**src/rtl/trap_ctrl_pkg.sv**
```systemverilog
// Shared machine-mode CSR package: CSR addresses, masks, cause codes, the mstatus view
// and the trap sequencer state/privilege/interrupt-index definitions.
package trap_ctrl_pkg;

  localparam logic [11:0] CSR_MSTATUS = 12'h300;
  localparam logic [11:0] CSR_MIE     = 12'h304;
  localparam logic [11:0] CSR_MTVEC   = 12'h305;
  localparam logic [11:0] CSR_MEPC    = 12'h341;
  localparam logic [11:0] CSR_MCAUSE  = 12'h342;
  localparam logic [11:0] CSR_MTVAL   = 12'h343;
  localparam logic [11:0] CSR_MIP     = 12'h344;

  localparam logic [63:0] MIP_MASK              = 64'h0000_0000_0000_0AAA;
  localparam logic [63:0] MSTATUS_MASK          = 64'h0000_0000_0000_19AA;
  localparam logic [63:0] MCAUSE_INTERRUPT_MASK = 64'h8000_0000_0000_0000;

  localparam logic [63:0] CAUSE_ILLEGAL_INSTR = 64'd2;
  localparam logic [63:0] CAUSE_BREAKPOINT    = 64'd3;
  localparam logic [63:0] CAUSE_ECALL_U       = 64'd8;
  localparam logic [63:0] CAUSE_ECALL_M       = 64'd11;

  localparam logic [1:0] PRIV_U = 2'b00;
  localparam logic [1:0] PRIV_S = 2'b01;
  localparam logic [1:0] PRIV_M = 2'b11;

  localparam int unsigned IRQ_SSI = 1;
  localparam int unsigned IRQ_MSI = 3;
  localparam int unsigned IRQ_STI = 5;
  localparam int unsigned IRQ_MTI = 7;
  localparam int unsigned IRQ_SEI = 9;
  localparam int unsigned IRQ_MEI = 11;

  typedef struct packed {
    logic [50:0] hi;
    logic [1:0]  mpp;
    logic [1:0]  wpri_10_9;
    logic        spp;
    logic        mpie;
    logic        ube;
    logic        spie;
    logic        wpri_4;
    logic        mie;
    logic        wpri_2;
    logic        sie;
    logic        wpri_0;
  } mstatus_t;

  typedef enum logic [2:0] {
    ST_IDLE,
    ST_EPC,
    ST_CAUSE,
    ST_TVAL,
    ST_STATUS,
    ST_RSTATUS,
    ST_REDIR
  } trap_state_t;

endpackage

```
**src/rtl/trap_ctrl_irq_select.sv**
```systemverilog
// Fixed-priority interrupt picker: MEI > MSI > MTI > SEI > SSI > STI, yields an mcause value.
module irq_select
  import trap_ctrl_pkg::*;
(
  input  logic [11:0] i_pending,
  output logic        o_valid,
  output logic [63:0] o_cause
);

  logic [5:0] w_idx;
  logic       w_unused;

  assign w_unused = ^{i_pending[10], i_pending[8], i_pending[6],
                      i_pending[4], i_pending[2], i_pending[0]};

  always_comb begin
    o_valid = 1'b1;
    w_idx   = '0;
    if      (i_pending[IRQ_MEI]) w_idx = 6'(IRQ_MEI);
    else if (i_pending[IRQ_MSI]) w_idx = 6'(IRQ_MSI);
    else if (i_pending[IRQ_MTI]) w_idx = 6'(IRQ_MTI);
    else if (i_pending[IRQ_SEI]) w_idx = 6'(IRQ_SEI);
    else if (i_pending[IRQ_SSI]) w_idx = 6'(IRQ_SSI);
    else if (i_pending[IRQ_STI]) w_idx = 6'(IRQ_STI);
    else                         o_valid = 1'b0;
    o_cause = o_valid ? (MCAUSE_INTERRUPT_MASK | {58'd0, w_idx}) : '0;
  end

endmodule

```
**src/rtl/trap_ctrl.sv**
```systemverilog
// Trap sequencer owning the CSR write port: serialises trap entry / mret CSR updates,
// issues one redirect, tracks privilege. `TRAP_VECTORED_EN enables vectored interrupt targets.
module trap_ctrl
  import trap_ctrl_pkg::*;
(
  input  logic        clk,
  input  logic        rst_n,
  input  logic        exc_valid,
  input  logic [63:0] exc_cause,
  input  logic [63:0] exc_pc,
  input  logic [63:0] exc_tval,
  input  logic        mret_valid,
  input  logic [63:0] irq_pc,
  input  logic [63:0] csr_mstatus,
  input  logic [63:0] csr_mtvec,
  input  logic [63:0] csr_mepc,
  input  logic [63:0] csr_mip,
  input  logic [63:0] csr_mie,
  input  logic        ins_csr_req,
  input  logic [11:0] ins_csr_addr,
  input  logic [63:0] ins_csr_data,
  output logic        ins_csr_gnt,
  output logic        csr_wen,
  output logic [11:0] csr_waddr,
  output logic [63:0] csr_wdata,
  output logic        flush,
  output logic        redirect_valid,
  output logic [63:0] redirect_pc,
  output logic        busy,
  output logic [1:0]  priv
);

  trap_state_t r_state;
  logic [63:0] r_cause, r_epc, r_tval;
  logic        r_irq, r_mret;
  logic [1:0]  r_priv;

  mstatus_t    w_ms, w_ms_trap, w_ms_ret;
  logic [11:0] w_pending;
  logic        w_irq_valid, w_irq_take, w_idle, w_accept;
  logic [63:0] w_irq_cause, w_tvec_base, w_trap_pc;
  logic        w_unused;

  assign w_unused  = ^{csr_mip[63:12], csr_mie[63:12], csr_mtvec[1:0], r_irq};
  assign w_pending = csr_mip[11:0] & csr_mie[11:0] & MIP_MASK[11:0];

  irq_select u_irq_select (
    .i_pending (w_pending),
    .o_valid   (w_irq_valid),
    .o_cause   (w_irq_cause)
  );

  assign w_ms       = mstatus_t'(csr_mstatus);
  assign w_idle     = (r_state == ST_IDLE);
  assign w_irq_take = w_irq_valid & ((r_priv != PRIV_M) | w_ms.mie);
  assign w_accept   = w_idle & (exc_valid | w_irq_take | mret_valid);

  always_comb begin
    w_ms_trap      = w_ms;
    w_ms_trap.mpie = w_ms.mie;
    w_ms_trap.mie  = 1'b0;
    w_ms_trap.mpp  = r_priv;
    w_ms_ret       = w_ms;
    w_ms_ret.mie   = w_ms.mpie;
    w_ms_ret.mpie  = 1'b1;
    w_ms_ret.mpp   = PRIV_U;
  end

  assign w_tvec_base = csr_mtvec & ~64'h3;
`ifdef TRAP_VECTORED_EN
  assign w_trap_pc = (csr_mtvec[1:0] == 2'b01 && r_irq)
                   ? w_tvec_base + {56'd0, r_cause[5:0], 2'b00}
                   : w_tvec_base;
`else
  assign w_trap_pc = w_tvec_base;
`endif

  always_ff @(posedge clk or negedge rst_n) begin
    if (!rst_n) begin
      r_state <= ST_IDLE;
      r_priv  <= PRIV_M;
      r_cause <= '0;
      r_epc   <= '0;
      r_tval  <= '0;
      r_irq   <= 1'b0;
      r_mret  <= 1'b0;
    end else begin
      case (r_state)
        ST_IDLE: begin
          if (exc_valid) begin
            r_cause <= exc_cause;
            r_epc   <= exc_pc;
            r_tval  <= exc_tval;
            r_irq   <= 1'b0;
            r_mret  <= 1'b0;
            r_state <= ST_EPC;
          end else if (w_irq_take) begin
            r_cause <= w_irq_cause;
            r_epc   <= irq_pc;
            r_tval  <= '0;
            r_irq   <= 1'b1;
            r_mret  <= 1'b0;
            r_state <= ST_EPC;
          end else if (mret_valid) begin
            r_irq   <= 1'b0;
            r_mret  <= 1'b1;
            r_state <= ST_RSTATUS;
          end
        end
        ST_EPC:     r_state <= ST_CAUSE;
        ST_CAUSE:   r_state <= ST_TVAL;
        ST_TVAL:    r_state <= ST_STATUS;
        ST_STATUS: begin
          r_priv  <= PRIV_M;
          r_state <= ST_REDIR;
        end
        ST_RSTATUS: begin
          r_priv  <= w_ms.mpp;
          r_state <= ST_REDIR;
        end
        default:    r_state <= ST_IDLE;
      endcase
    end
  end

  // Grant is decided combinationally so a pipeline write lands in the same IDLE cycle.
  always_comb begin
    ins_csr_gnt    = ins_csr_req & w_idle & ~w_accept;
    csr_wen        = 1'b0;
    csr_waddr      = '0;
    csr_wdata      = '0;
    redirect_valid = 1'b0;
    redirect_pc    = '0;
    case (r_state)
      ST_IDLE: if (ins_csr_gnt) begin
        csr_wen   = 1'b1;
        csr_waddr = ins_csr_addr;
        csr_wdata = ins_csr_data;
      end
      ST_EPC: begin
        csr_wen   = 1'b1;
        csr_waddr = CSR_MEPC;
        csr_wdata = {r_epc[63:2], 2'b00};
      end
      ST_CAUSE: begin
        csr_wen   = 1'b1;
        csr_waddr = CSR_MCAUSE;
        csr_wdata = r_cause;
      end
      ST_TVAL: begin
        csr_wen   = 1'b1;
        csr_waddr = CSR_MTVAL;
        csr_wdata = r_tval;
      end
      ST_STATUS: begin
        csr_wen   = 1'b1;
        csr_waddr = CSR_MSTATUS;
        csr_wdata = 64'(w_ms_trap) & MSTATUS_MASK;
      end
      ST_RSTATUS: begin
        csr_wen   = 1'b1;
        csr_waddr = CSR_MSTATUS;
        csr_wdata = 64'(w_ms_ret);
      end
      ST_REDIR: begin
        redirect_valid = 1'b1;
        redirect_pc    = r_mret ? csr_mepc : w_trap_pc;
      end
      default: ;
    endcase
  end

  assign flush = w_accept;
  assign busy  = ~w_idle;
  assign priv  = r_priv;

endmodule

```
**config.mk**
```make
export PLATFORM = sky130hd
export DESIGN_NAME = trap_ctrl
export DESIGN_NICKNAME = d
export VERILOG_FILES = /design/src/rtl/trap_ctrl_pkg.sv /design/src/rtl/trap_ctrl_irq_select.sv /design/src/rtl/trap_ctrl.sv
export SDC_FILE = /design/constraint.sdc
export NUM_CORES = 1
export LEC_CHECK = 0
export CAP_MARGIN = 10
export CORE_AREA = 2 2 314 316
export CTS_CLUSTER_DIAMETER = 200
export DETAILED_ROUTE_END_ITERATION = 12
export DIE_AREA = 0 0 316 318
export GPL_ROUTABILITY_DRIVEN = 0
export HOLD_SLACK_MARGIN = 0.02
export RECOVER_POWER = 25
export SLEW_MARGIN = 20
export SYNTH_ARGS = -nofsm -noshare
export SYNTH_HDL_FRONTEND = slang
export SYNTH_SLANG_ARGS = --single-unit
```
**constraint.sdc**
```tcl
create_clock -name clk -period 6.15 [get_ports clk]
set_input_delay 1.23 -clock clk [delete_from_list [all_inputs] [get_ports clk]]
set_output_delay 1.23 -clock clk [all_outputs]
set_load 0.01 [all_outputs]
```
# [After elaboration in Yosys (flattened, before gate mapping)]
# Index checks and enable logic that the tools add are counted.
[word_totals] register_bits=198 output_inout_bits=147
[classes] eq_ne=8 muxes=36 n_bitwise=10 reduce_logical=8
[op_table] op="64-bit two-way mux" count=10
[op_table] op="64-bit case mux with 6 select lines" count=1
[op_table] op="12-bit case mux with 5 select lines" count=1
[op_table] op="6-bit two-way mux" count=5
[op_table] op="3-bit case mux with 5 select lines" count=1
[op_table] op="12-bit AND" count=1
[op_table] op="12-bit two-way mux" count=1
[op_table] op="3-bit two-way mux" count=4
[op_table] op="1-bit two-way mux" count=11
[op_table] op="3-bit == test (second input constant)" count=3
[op_table] op="3-bit by 2-bit == test with 1-bit output (second input constant)" count=2
[op_table] op="5-bit OR reduction" count=1
[op_table] op="1-bit AND" count=4
[op_table] op="4-bit != test (second input constant)" count=1
[op_table] op="2-bit case mux with 2 select lines" count=1
[op_table] op="2-bit AND reduction" count=2
[op_table] op="2-bit nonzero test" count=2
[op_table] op="3-bit by 1-bit == test with 1-bit output (second input constant)" count=1
[op_table] op="3-bit logical NOT" count=1
[op_table] op="1-bit bitwise OR" count=3
[op_table] op="3-bit nonzero test" count=1
[op_table] op="2-bit != test (second input constant)" count=1
[op_table] op="1-bit NOT" count=2
[op_table] op="1-bit case mux with 2 select lines" count=1
[op_table] op="2-bit OR reduction" count=1

# [Depth between registers and ports, before layout]
[logic_depth] depth_word=15 mapped_depth=9 depth_no_buf=5

# [Cells and area by module]
# A second synthesis with hierarchy kept.
[hier_totals] cells_unflattened=1282 area_unflattened_um2=12597.1
[by_module_without_submodules] module="trap_ctrl" n_inst=1 cells_each=1213 area_each_um2=12085.3 seq_area_each_um2=4907.2
[by_module_without_submodules] module="irq_select" n_inst=1 cells_each=69 area_each_um2=511.7 seq_area_each_um2=0.0

# [Worst setup path before layout]
# OpenSTA, ideal clock, no wires.
[synth_timing] kind="input-to-output" start="in exc_valid" end="out csr_waddr[10]" arrival_time_ns=2.607 t_required_ns=4.920 path_slack_ns=2.313 path_stages=7 path_buffers=3 path_cell_list="clkbuf_1 > nor4bb_1 > a31oi_1 > nor3_2 > buf_4 > buf_4 > and2_1"
[synth_between] elab_chain_cells=7
[synth_rtl] element="start: declaration" line="trap_ctrl.sv:8" text="input logic exc_valid,"
[synth_rtl] element="1-bit bitwise OR (2 in a row)" line="trap_ctrl.sv:56" text="assign w_accept = w_idle & (exc_valid | w_irq_take | mret_valid);"
[synth_rtl] element="1-bit AND" line="trap_ctrl.sv:56"
[synth_rtl] element="1-bit NOT" line="trap_ctrl.sv:128" text="ins_csr_gnt = ins_csr_req & w_idle & ~w_accept;"
[synth_rtl] element="1-bit AND" line="trap_ctrl.sv:128"
[synth_rtl] element="named net ins_csr_gnt" line="trap_ctrl.sv:22" text="output logic ins_csr_gnt,"
[synth_rtl] element="12-bit two-way mux" line="trap_ctrl.sv:135" text="ST_IDLE: if (ins_csr_gnt) begin"
[synth_rtl] element="12-bit case mux with 5 select lines" line="trap_ctrl.sv:134" text="case (r_state)"
[synth_rtl] element="end: declaration" line="trap_ctrl.sv:24" text="output logic [11:0] csr_waddr,"
# The timed path passes the listed nets, and every way through them passes these cells.

# [Worst setup path after layout]
[layout_timing] start="in csr_mie[9]" end="out csr_wdata[58]"
[layout_between] elab_chain_cells=13
[layout_rtl] element="start: declaration" line="trap_ctrl.sv:18" text="input logic [63:0] csr_mie,"
[layout_rtl] element="12-bit AND" line="trap_ctrl.sv:45" text="assign w_pending = csr_mip[11:0] & csr_mie[11:0] & MIP_MASK[11:0];"
[layout_rtl] element="1-bit two-way mux" line="trap_ctrl_irq_select.sv:22" text="else if (i_pending[IRQ_SEI]) w_idx = 6'(IRQ_SEI);"
[layout_rtl] element="1-bit two-way mux" line="trap_ctrl_irq_select.sv:21" text="else if (i_pending[IRQ_MTI]) w_idx = 6'(IRQ_MTI);"
[layout_rtl] element="1-bit two-way mux" line="trap_ctrl_irq_select.sv:20" text="else if (i_pending[IRQ_MSI]) w_idx = 6'(IRQ_MSI);"
[layout_rtl] element="1-bit two-way mux" line="trap_ctrl_irq_select.sv:19" text="if (i_pending[IRQ_MEI]) w_idx = 6'(IRQ_MEI);"
[layout_rtl] element="1-bit AND" line="trap_ctrl.sv:55" text="assign w_irq_take = w_irq_valid & ((r_priv != PRIV_M) | w_ms.mie);"
[layout_rtl] element="1-bit bitwise OR (2 in a row)" line="trap_ctrl.sv:56"
[layout_rtl] element="1-bit AND" line="trap_ctrl.sv:56"
[layout_rtl] element="1-bit NOT" line="trap_ctrl.sv:128"
[layout_rtl] element="1-bit AND" line="trap_ctrl.sv:128"
[layout_rtl] element="64-bit two-way mux" line="trap_ctrl.sv:135"
[layout_rtl] element="64-bit case mux with 6 select lines" line="trap_ctrl.sv:134"
[layout_rtl] element="end: declaration" line="trap_ctrl.sv:25" text="output logic [63:0] csr_wdata,"
# No other way between the ends.

==> summary.md <==
| Metric | Value |
|---|---|
| Leak | 8.250 nW |
| WL/cell | around 23 um |
| Power Density | 390.6 mW/mm^2 |
| Crit path launch type | input port |
| Final hold vios | 0 |
| Maximum buffer depth of the clock tree | 2 |
| Final cycle utilization of the critical path | between 80% and 90% |
| Final HPWL DP | ~56 mm |
| Drt pass-1 iters | 5 |
| Sequential fraction of the synthesis area | 46.11% |
| Crit path arrival time | 4.26 ns |
| Hold Path End | r_epc[45] |
| HP Start | r_epc[45] |
| Share of cells above drive strength 1 | 4.425% |
| Asr flop ratio synth | 100.0% |
| Flops & latches, synth | 196 |
| Input/output buffers | 681 |
| CP startpoint | csr_mie[9] |
| Area leader, netlist | dfrtp_1 |
| Met1 usage | 15.29% |
| Headroom to the max-slew limit | -87.80% |
| Row Count | roughly 120 |
| DRT iter0 DRCs | 700 |
| R2R Path Start | r_state[0] |
| Worst Setup End Kind | output port |
| Worst reg2reg endpoint | r_tval[46] |
| Met3 Track Usage GR | about 3.8% |
| Flop2flop setup slack | 3.23 ns |
| Max VDD drop | 0.2587 mV |
| Vias per cell | 3.802 |
| Crit path max fanout | 33 |
| Outcome | finished with violations |
| R2R cell count | 5 |
| Net count after synthesis | 1718 |
| Total GRT Usage | 13.12% |
| Post-synth EDFFs | 0 |
| Worst Max-Slew Pin Slew | ~2.8 ns |
| Setup Fix Bufs, Post-CTS | 0 |
| Initial antenna violation count | 30 |
| Total wire length | between 60 and 70 mm |
| Antenna Nets Post-Route | 0 |
| DRC | 0 |
| CTS Hold Bufs | 0 |
| Mean Syn Cell Area | between 10 and 15 sq um |
| Nets | 2340 |
| Final Max Tran Viols | 99 |
| Max Clock Freq | 182.2 MHz |
| Post-CTS resize count | 0 |
| Num CTS Buffers | 17 |
| Routing usage on met2 | around 22% |
| Hold WS | 0.4804 ns |
| Synth top area share | 45.61% |
| Vias | 11340 |
| Finished Core Util | 19.99% |
| Die ar. | 0.1005 sq mm |
| Largest net degree at the start of global routing | 124 |
| Final Power | 7.608 mW |
| Mapped cell area | 0.01064 sq mm |
| CTS Sinks | 196 |
| I/O pin count | about 800 |
| Die height | 318 um |
| Final setup violation count | 0 |
| YS warnings | 0 |
| Setup TNS | 0 ns |
| Synth-to-Final Area Change | 83.01% |
| CTS tree | done |
| Die W | 316 um |
| Crit path kind | input port to output port |
| RSZ-0062 raised after global routing | false |
| WHS Path Cells | 2 |
| Vias in the first global route | 11590 |
| GRT Max-Usage Layer | met2 |
| Most frequent cell after synthesis | dfrtp_1 |
| Minimum clock period | 5.487 ns |
| Synth area leaders | dfrtp_1 (46%), mux2i_1 (12%), a22o_1 (10%), a22oi_1 (8.5%), nand2_1 (4.4%) |
| Dominant synthesized flop cell | dfrtp_1 |
| Core outline area | 0.09741 sq mm |
| H-tree levels | 4 |
| Failing checks | capacitance limit, slew limit |
| Clock Tree Root | clkbuf_16 |
| Max Cap Violations | 1 |
| Final Skew | 0.01582 ns |
| Worst-Skew Late Latency | 0.49 ns |
| Congestion Overflow GR | 0 |
| Mapped Cells | 1061 |
| First-pass GRT wire length | 90.88 mm |
| Synth cell types | 40 |
| Worst min path class | flop to flop |
| CP required | ~5 ns |
| CTS clk-pin slew, worst paths | 0.07 ns |
| Synth cell count leaders | dfrtp_1 (194), mux2i_1 (128), nand2_1 (126), a22o_1 (124), a22oi_1 (121) |
| Initial core utilization | between 10% and 20% |
[layout make-up]
type                       count  area, sq um
multi-input combinational    758         5291
inverter                       6        22.52
timing repair buffer         704         7082
clock buffer                  18        429.2
sequential                   196         4911
tap                         1287         1610
fill                       10860        77930
clock inverter                13        126.4
antenna                        2        5.005
[worst max path at each step]
stage	endpoint	cells after the start
after floorplan	csr_waddr[10]	7
after detailed placement	csr_wdata[58]	7
after CTS	csr_wdata[58]	7
after global placement	csr_wdata[58]	7
after global routing	csr_wdata[58]	7
final	csr_wdata[58]	7
[flip-flops by register name (all words and copies together), names as in the netlist]
| name | flops |
|---|---|
| r_cause | 64 |
| r_tval | 64 |
| r_epc | 62 |
| r_state | 3 |
| priv | 2 |
| r_mret | 1 |
[metrics by stage]
step / cell area [sq um] / setup slack (ns) / cells
2_1_floorplan: 10640 / 2.313 / 1061
3_3_place_gp: 18940 / 0.6805 / 2951
3_5_place_dp: 18940 / 0.6357 / 2951
4_1_cts: 19490 / 0.6263 / 2982
5_1_grt: 19470 / 0.5174 / 2982
6_report: 19480 / 0.6628 / 2984
[logic make-up after synthesis]
logic type	synth area share (%)
AOI/OAI and AO/OA	28.10
buffers and inverters	4.373
DFF	46.11
and+or+nand+nor	8.958
muxes	12.46
[report_power, final]
| group | switching, mW | leakage (nW) | internal [mW] | total, mW |
|---|---|---|---|---|
| Combinational | 2.10 | 5.52 | 2.07 | 4.16 |
| Clock | 0.614 | 0.268 | 0.532 | 1.15 |
| Sequential | 0.423 | 2.46 | 1.87 | 2.30 |
| Total | 3.14 | 8.25 | 4.47 | 7.61 |
[routing by layer]
metal | part of all wire (%) | wire length [um] | vias to the layer above
li1 | - | - | 5182
met1 | 41 | 27760 | 5441
met2 | 48 | 32720 | 614
met3 | 7.9 | 5394 | 93
met4 | 3.4 | 2327 | 14
met5 | 0.12 | 84 | -
[cell usage in the layout, fill, tap and decap left out, types with 7 or more instances in the layout]
master,n
a21o_1,61
a221o_1,7
a22o_1,124
a22oi_1,121
and2_1,7
buf_12,8
buf_4,16
clkbuf_16,17
clkdlybuf4s50_1,679
dfrtp_1,193
mux2i_1,128
nand2_1,125
nor2_1,75
o21ai_0,66
[worst max-delay path: stages]
cell	delay, ns
clkdlybuf4s50_1	0.51
a222oi_1	0.55
a31oi_1	0.30
nor3_4	0.28
buf_4	0.44
a21o_1	0.26
clkdlybuf4s50_1	0.64
Power figures use the tool's default switching activity.
